==> src/rtl/risc_mc_core.sv <==
// risc_mc_core: multicycle RISC core, eight registers, C/Z flags and a single
// request/ready memory port. FSM state and halt status are exposed for debug.
module risc_mc_core #(
    parameter int DATA_W = 16,
    parameter int ADDR_W = 6
) (
    input  logic              clk,
    input  logic              rst_n,
    output logic              mem_req,
    output logic              mem_we,
    output logic [ADDR_W-1:0] mem_addr,
    output logic [DATA_W-1:0] mem_wdata,
    input  logic [DATA_W-1:0] mem_rdata,
    input  logic              mem_ready,
    output logic [2:0]        state_id,
    output logic              halted
);

    typedef enum logic [2:0] {
        IDLE   = 3'd0,
        FETCH  = 3'd1,
        DECODE = 3'd2,
        EXEC   = 3'd3,
        MEM    = 3'd4,
        WB     = 3'd5,
        HALT   = 3'd7
    } state_t;

    localparam logic [3:0] OP_ADD = 4'b0000;
    localparam logic [3:0] OP_ADI = 4'b0001;
    localparam logic [3:0] OP_NDU = 4'b0010;
    localparam logic [3:0] OP_LHI = 4'b0011;
    localparam logic [3:0] OP_LW  = 4'b0100;
    localparam logic [3:0] OP_SW  = 4'b0101;
    localparam logic [3:0] OP_JAL = 4'b1000;
    localparam logic [3:0] OP_JLR = 4'b1001;
    localparam logic [3:0] OP_BEQ = 4'b1100;

    state_t            state;
    logic [DATA_W-1:0] pc;
    logic [DATA_W-1:0] regs [8];
    logic              c_flag;
    logic              z_flag;
    logic [15:0]       ir;
    logic [DATA_W-1:0] op_a;
    logic [DATA_W-1:0] op_b;
    logic [DATA_W-1:0] result;
    logic [2:0]        dest;

    logic [3:0]        opcode;
    logic [2:0]        ra, rb, rc;
    logic [1:0]        cz;
    logic [DATA_W-1:0] imm6_sx;
    logic [DATA_W-1:0] imm9_sx;
    logic [DATA_W-1:0] add_rhs;
    logic [DATA_W:0]   add_full;
    logic [DATA_W-1:0] nand_val;
    logic [DATA_W-1:0] lhi_val;
    logic [ADDR_W-1:0] ea;
    logic [DATA_W-1:0] pc_inc;
    logic [DATA_W-1:0] exec_npc;
    logic              cond_ok;
    logic              known_op;
    logic              is_cond_op;
    logic              short_path;

    assign opcode = ir[15:12];
    assign ra     = ir[11:9];
    assign rb     = ir[8:6];
    assign rc     = ir[5:3];
    assign cz     = ir[1:0];

    assign state_id = state;
    assign halted   = (state == HALT);

    // Datapath: ALU, effective address, next-PC and decode qualifiers
    always_comb begin
        imm6_sx    = {{(DATA_W-6){ir[5]}}, ir[5:0]};
        imm9_sx    = {{(DATA_W-9){ir[8]}}, ir[8:0]};
        add_rhs    = (opcode == OP_ADI) ? imm6_sx : op_b;
        add_full   = {1'b0, op_a} + {1'b0, add_rhs};
        nand_val   = ~(op_a & op_b);
        lhi_val    = '0;
        lhi_val[15:7] = ir[8:0];
        // Address math only needs the low ADDR_W bits; truncation commutes with the add
        ea         = op_b[ADDR_W-1:0] + imm6_sx[ADDR_W-1:0];
        pc_inc     = pc + DATA_W'(1);
        is_cond_op = (opcode == OP_ADD) || (opcode == OP_NDU);
        case (cz)
            2'b10:   cond_ok = c_flag;
            2'b01:   cond_ok = z_flag;
            default: cond_ok = 1'b1;
        endcase
        case (opcode)
            OP_BEQ:  exec_npc = (op_a == op_b) ? (pc + imm6_sx) : pc_inc;
            OP_JAL:  exec_npc = pc + imm9_sx;
            OP_JLR:  exec_npc = op_b;
            default: exec_npc = pc_inc;
        endcase
        case (opcode)
            OP_ADD, OP_ADI, OP_NDU, OP_LHI, OP_LW, OP_SW,
            OP_JAL, OP_JLR, OP_BEQ: known_op = 1'b1;
            default:                known_op = 1'b0;
        endcase
        short_path = (opcode == OP_BEQ) || (opcode == OP_JAL) ||
                     (opcode == OP_JLR) || (is_cond_op && !cond_ok);
    end

    // Control FSM with registered memory-port outputs and architectural state
    always_ff @(posedge clk or negedge rst_n) begin
        if (!rst_n) begin
            state     <= IDLE;
            pc        <= '0;
            for (int unsigned i = 0; i < 8; i++) regs[i] <= '0;
            c_flag    <= 1'b0;
            z_flag    <= 1'b0;
            ir        <= '0;
            op_a      <= '0;
            op_b      <= '0;
            result    <= '0;
            dest      <= '0;
            mem_req   <= 1'b0;
            mem_we    <= 1'b0;
            mem_addr  <= '0;
            mem_wdata <= '0;
        end else begin
            case (state)
                IDLE: begin
                    state    <= FETCH;
                    mem_req  <= 1'b1;
                    mem_we   <= 1'b0;
                    mem_addr <= pc[ADDR_W-1:0];
                end
                FETCH: begin
                    if (mem_ready) begin
                        ir      <= mem_rdata[15:0];
                        mem_req <= 1'b0;
                        state   <= DECODE;
                    end
                end
                DECODE: begin
                    op_a <= regs[ra];
                    op_b <= regs[rb];
                    if (!known_op || (is_cond_op && cz == 2'b11)) state <= HALT;
                    else                                          state <= EXEC;
                end
                EXEC: begin
                    if (short_path) begin
                        if (opcode == OP_JAL || opcode == OP_JLR) regs[ra] <= pc_inc;
                        pc       <= exec_npc;
                        mem_req  <= 1'b1;
                        mem_we   <= 1'b0;
                        mem_addr <= exec_npc[ADDR_W-1:0];
                        state    <= FETCH;
                    end else begin
                        case (opcode)
                            OP_ADD, OP_ADI: begin
                                result <= add_full[DATA_W-1:0];
                                c_flag <= add_full[DATA_W];
                                z_flag <= (add_full[DATA_W-1:0] == '0);
                                dest   <= (opcode == OP_ADD) ? rc : rb;
                                state  <= WB;
                            end
                            OP_NDU: begin
                                result <= nand_val;
                                z_flag <= (nand_val == '0);
                                dest   <= rc;
                                state  <= WB;
                            end
                            OP_LHI: begin
                                result <= lhi_val;
                                dest   <= ra;
                                state  <= WB;
                            end
                            OP_LW, OP_SW: begin
                                mem_req   <= 1'b1;
                                mem_we    <= (opcode == OP_SW);
                                mem_addr  <= ea;
                                mem_wdata <= op_a;
                                dest      <= ra;
                                state     <= MEM;
                            end
                            default: state <= HALT;
                        endcase
                    end
                end
                MEM: begin
                    if (mem_ready) begin
                        if (mem_we) begin
                            mem_we   <= 1'b0;
                            pc       <= pc_inc;
                            mem_addr <= pc_inc[ADDR_W-1:0];
                            state    <= FETCH;
                        end else begin
                            result  <= mem_rdata;
                            z_flag  <= (mem_rdata == '0);
                            mem_req <= 1'b0;
                            state   <= WB;
                        end
                    end
                end
                WB: begin
                    regs[dest] <= result;
                    pc         <= pc_inc;
                    mem_req    <= 1'b1;
                    mem_we     <= 1'b0;
                    mem_addr   <= pc_inc[ADDR_W-1:0];
                    state      <= FETCH;
                end
                HALT: begin
                    mem_req <= 1'b0;
                    mem_we  <= 1'b0;
                end
                default: begin
                    mem_req <= 1'b0;
                    mem_we  <= 1'b0;
                    state   <= IDLE;
                end
            endcase
        end
    end

endmodule

==> config.mk <==
export PLATFORM = sky130hd
export DESIGN_NAME = risc_mc_core
export DESIGN_NICKNAME = d
export VERILOG_FILES = /design/src/rtl/risc_mc_core.sv
export SDC_FILE = /design/constraint.sdc
export NUM_CORES = 1
export LEC_CHECK = 0
export CAP_MARGIN = 5
export CORE_ASPECT_RATIO = 1.25
export CORE_MARGIN = 4
export CORE_UTILIZATION = 45
export DETAILED_ROUTE_END_ITERATION = 8
export GPL_ROUTABILITY_DRIVEN = 0
export GPL_TIMING_DRIVEN = 0
export PLACE_DENSITY_LB_ADDON = 0.2
export SLEW_MARGIN = 0
export SYNTH_ARGS = -nofsm -noshare
export SYNTH_HDL_FRONTEND = slang
export SYNTH_SLANG_ARGS = --single-unit
==> constraint.sdc <==
create_clock -name clk -period 4.4 [get_ports clk]
set_input_delay 0.88 -clock clk [delete_from_list [all_inputs] [get_ports clk]]
set_output_delay 0.88 -clock clk [all_outputs]
set_load 0.02 [all_outputs]
==> flow_summary_export.csv <==
group,metric,value,unit
flow_run,max_cap_violations,1,
worst_setup_path,startpoint_type,"flip-flop",
cts,cts.path.max_buffers,3,
synth,synthesis.area,16200,um^2
global_route,grt-ovfl-total,0,
sta,fin_ws,167,ps
cts,numCtsBuffers,26,
sta,final-max-slew-violation-count,1,
route,antenna_left,0,
min_path,hold_class,"input port to async pin",
worst_setup_path,r2r_end,"z_flag",
route,wl,57600,um
power_and_ir_drop,power.density,873,nW/um^2
cts,root_buffer,"clkbuf_16",
power_and_ir_drop,ir_drop,0.341,mV
final_layout,diodes,0,
sta,fmax,236,MHz
power_and_ir_drop,p_leak,7.69,nW
place,hpwl,44900,um
sta,fin_skew,11.5,ps
synth,synth_edf_count,0,
worst_setup_path,end_kind,"flip-flop",
cts,cts_tree,"built",
worst_setup_path,r2r_cells,15,
route,vias,14600,
synth,synth_fp_nets,1755,
synth,synth_top_area_share,0.371,
floorplan,start_util,0.457,
route,drcViolationCount,0,
worst_setup_path,reg2reg_from,"ir[12]",
sta,fin_tns_setup,0,ps
global_route,grt_usage,0.291,
place,preCtsSetupSlack,-348,ps
floorplan,die_area,39100,um^2
synth,syn_area_per_cell,9.72,um^2
sta,worstMarginPinSlew,1490,ps
synth,yosys_register_bits,240,
sta,hold_viol,0,
global_route,antenna_found_initial,0,
floorplan,fp.dieW,178,um
cts,clk_pin_slew,70,ps
synth,synth_area_leaders,"dfrtp_1 37%, mux2_2 10%, mux4_2 6.3%, ha_1 5.0%, o22ai_1 4.7%",
cts,clock_sinks,240,
global_route,grt_start_max_net_pins,107,
floorplan,die_y,220,um
final_layout,fillCellCount,3312,
route,drt_first_pass_iters,5,
place,place_area,17300,um^2
place,port_buffers,45,
cts,clk_latency,570,ps
synth,synth_cells,1668,
cts,htreeDepth,1,
synth,ys_types,73,
outcome,run_status,"finished, violations left",
worst_setup_path,arrival,4730,ps
sta,rsz0062_at_grt,"false",
cts,cts.hold.buffers_added,0,
synth,synth_largest_area_cell,"dfrtp_1",
sta,fin_crit_sh,0.962,
worst_setup_path,rrSetupSlack,170,ps
final_layout,final_nets,1831,
sta,max-slew-margin-rel,-0.0193,
synth,yosysSeqAreaShare,0.371,
floorplan,coreArea,35500,um^2
worst_setup_path,crit_fanout,9,
sta,hold-worst-slack,219,ps
global_route,grt_pass1_vias,14300,
final_layout,fin_util,0.515,
synth,yosys_warnings,0,
final_layout,final_area,18200,um^2
outcome,violations,"max-capacitance violations, max-slew violations",
sta,post-route-min-period,4230,ps
worst_setup_path,crit_required,4900,ps
worst_setup_path,crit_type,"flip-flop to flip-flop",
sta,setup_viol,0,
synth,synthFlopType,"dfrtp_1",
global_route,grt_first_pass_wirelength,87400,um
final_layout,drive_above_1_share,0.159,
floorplan,io_pins,47,
floorplan,rows,77,
route,vias_per_cell,6.52,
synth,synthArstFlopShare,1.00,
route,wl_per_cell,25.7,um
final_layout,area_growth_syn_to_layout,12.6,%
route,drtIter0Drc,1403,
-- cells in the mapped netlist (5+ instances only) --
cell       number
a2111oi_0       7
nand4_1         8
nand2b_1       15
o22ai_1       121
buf_1          13
nor3b_1         7
mux2_2        151
a22o_1         17
a21oi_1       107
nor3_1         21
a21o_1         15
mux2i_1        46
nor2_1        135
nand3_1        33
o211ai_1       12
xnor2_1        23
a31oi_1        24
clkbuf_1       92
xor2_1         24
o221ai_1        5
mux2_1          7
a211o_1         7
o31ai_1         6
o21ai_0       102
nand2_1       148
o311ai_0        7
a221oi_1        7
nor2b_1        15
a211oi_1       10
a22oi_1        13
buf_2          15
mux4_2         45
o21a_1         12
ha_1           65
and2_1          7
and3_1          7
inv_1           8
nor4_1         10
dfrtp_1       240
-- cells by family (layout without fill, tap and decap cells) --
family                   count (synthesis)  in the layout  synth area share
XOR/XNOR                                47             47            0.0254
AND/OR/NAND/NOR                        431            431             0.121
multiplexers                           249            249             0.201
adder cells (fa/ha/maj)                 68             68            0.0539
flip-flops                             240            240             0.371
AO/OA/AOI/OAI                          500            500             0.195
buffers and inverters                  133            228            0.0329
-- where the power goes --
part | switching (mW) | leakage (nW) | internal [mW]
Clock | 0.963 | 0.430 | 1.35
Sequential | 1.20 | 3.13 | 3.00
Combinational | 5.72 | 4.13 | 3.70
-- layout by cell type (no fill, tap or decap), types with 12 or more instances in the layout --
master and instances:
nor3_1 21, a21o_1 15, o21a_1 12, o21ai_0 102
xnor2_1 23, ha_1 65, a21oi_1 106, nor2b_1 15
dfrtp_1 238, o211ai_1 12, nand2b_1 15, clkdlybuf4s50_1 44
mux2_2 151, o22ai_1 121, xor2_1 23, clkbuf_16 26
nand3_1 33, buf_1 13, a31oi_1 24, mux2i_1 46
nand2_1 147, nor2_1 133, a22oi_1 13, buf_2 14
mux4_2 45, a22o_1 17, clkbuf_1 98
-- routing by layer --
layer	vias up	global-route usage	routed length, um	share of wire
met4	0	0.184	4520	0.079
met2	759	0.486	27200	0.47
met1	7153	0.354	21500	0.37
met3	208	0.0427	4360	0.076
li1	6458	-	-	-
met5	-	0	0	0
-- sequential cells by signal (all words and copies together), names as in the netlist --
signal     cells
c_flag         1
op_b          16
op_a          16
regs         128
z_flag         1
state_id       3
mem_addr       6
ir            16
dest           3
result        16
mem_we         1
mem_wdata     16
mem_req        1
pc            16
-- critical path: stages (launching register included) --
cell        delay [ps]
dfrtp_1            330
clkbuf_4           200
clkinvlp_4         120
nor2_4             200
nand2_4            130
nand2_1            110
o21ai_0             90
ha_1               240
fa_2               400
xor2_1             190
or4_4              500
a2111oi_4          320
o211ai_1           150
or4b_1             570
or4_1              470
o21ai_1            120
-- worst max-delay path by stage --
| stage | start | end | slack [ps] | cells past startpoint |
|---|---|---|---|---|
| after floorplan | ir[14] | z_flag | 360 | 14 |
| after global placement | rst_n | regs[14] | -8020 | 1 |
| after detailed placement | ir[12] | z_flag | -350 | 16 |
| after CTS | ir[12] | z_flag | 20 | 15 |
| after global routing | ir[12] | z_flag | 50 | 15 |
| final | ir[12] | z_flag | 170 | 15 |
-- metrics by stage --
step                      power, mW  cells
after floorplan                10.1   1668
after global placement         13.1   2187
after detailed placement       13.3   2189
after CTS                      15.7   2236
after global routing           16.8   2237
final                          15.9   2237
-- final cells by class --
| type | instances | area [um^2] | share of cell area |
|---|---|---|---|
| well taps | 474 | 593 | 0.0325 |
| flip-flops and latches | 240 | 6010 | 0.329 |
| inverters | 10 | 41.3 | 0.00226 |
| multi-input cells | 1295 | 9700 | 0.532 |
| repair buffers | 49 | 523 | 0.0287 |
| plain buffers | 122 | 494 | 0.0271 |
| clock buffers | 38 | 746 | 0.0409 |
| clock inverters | 9 | 138 | 0.00754 |
-- what timing repair did --
action | 4_1_cts | 5_1_grt
buffers inserted | 1 | 0
gates resized for setup | 7 | 5
endpoints found under the setup margin | 1 | 1
(Power assumes the default switching activity.)
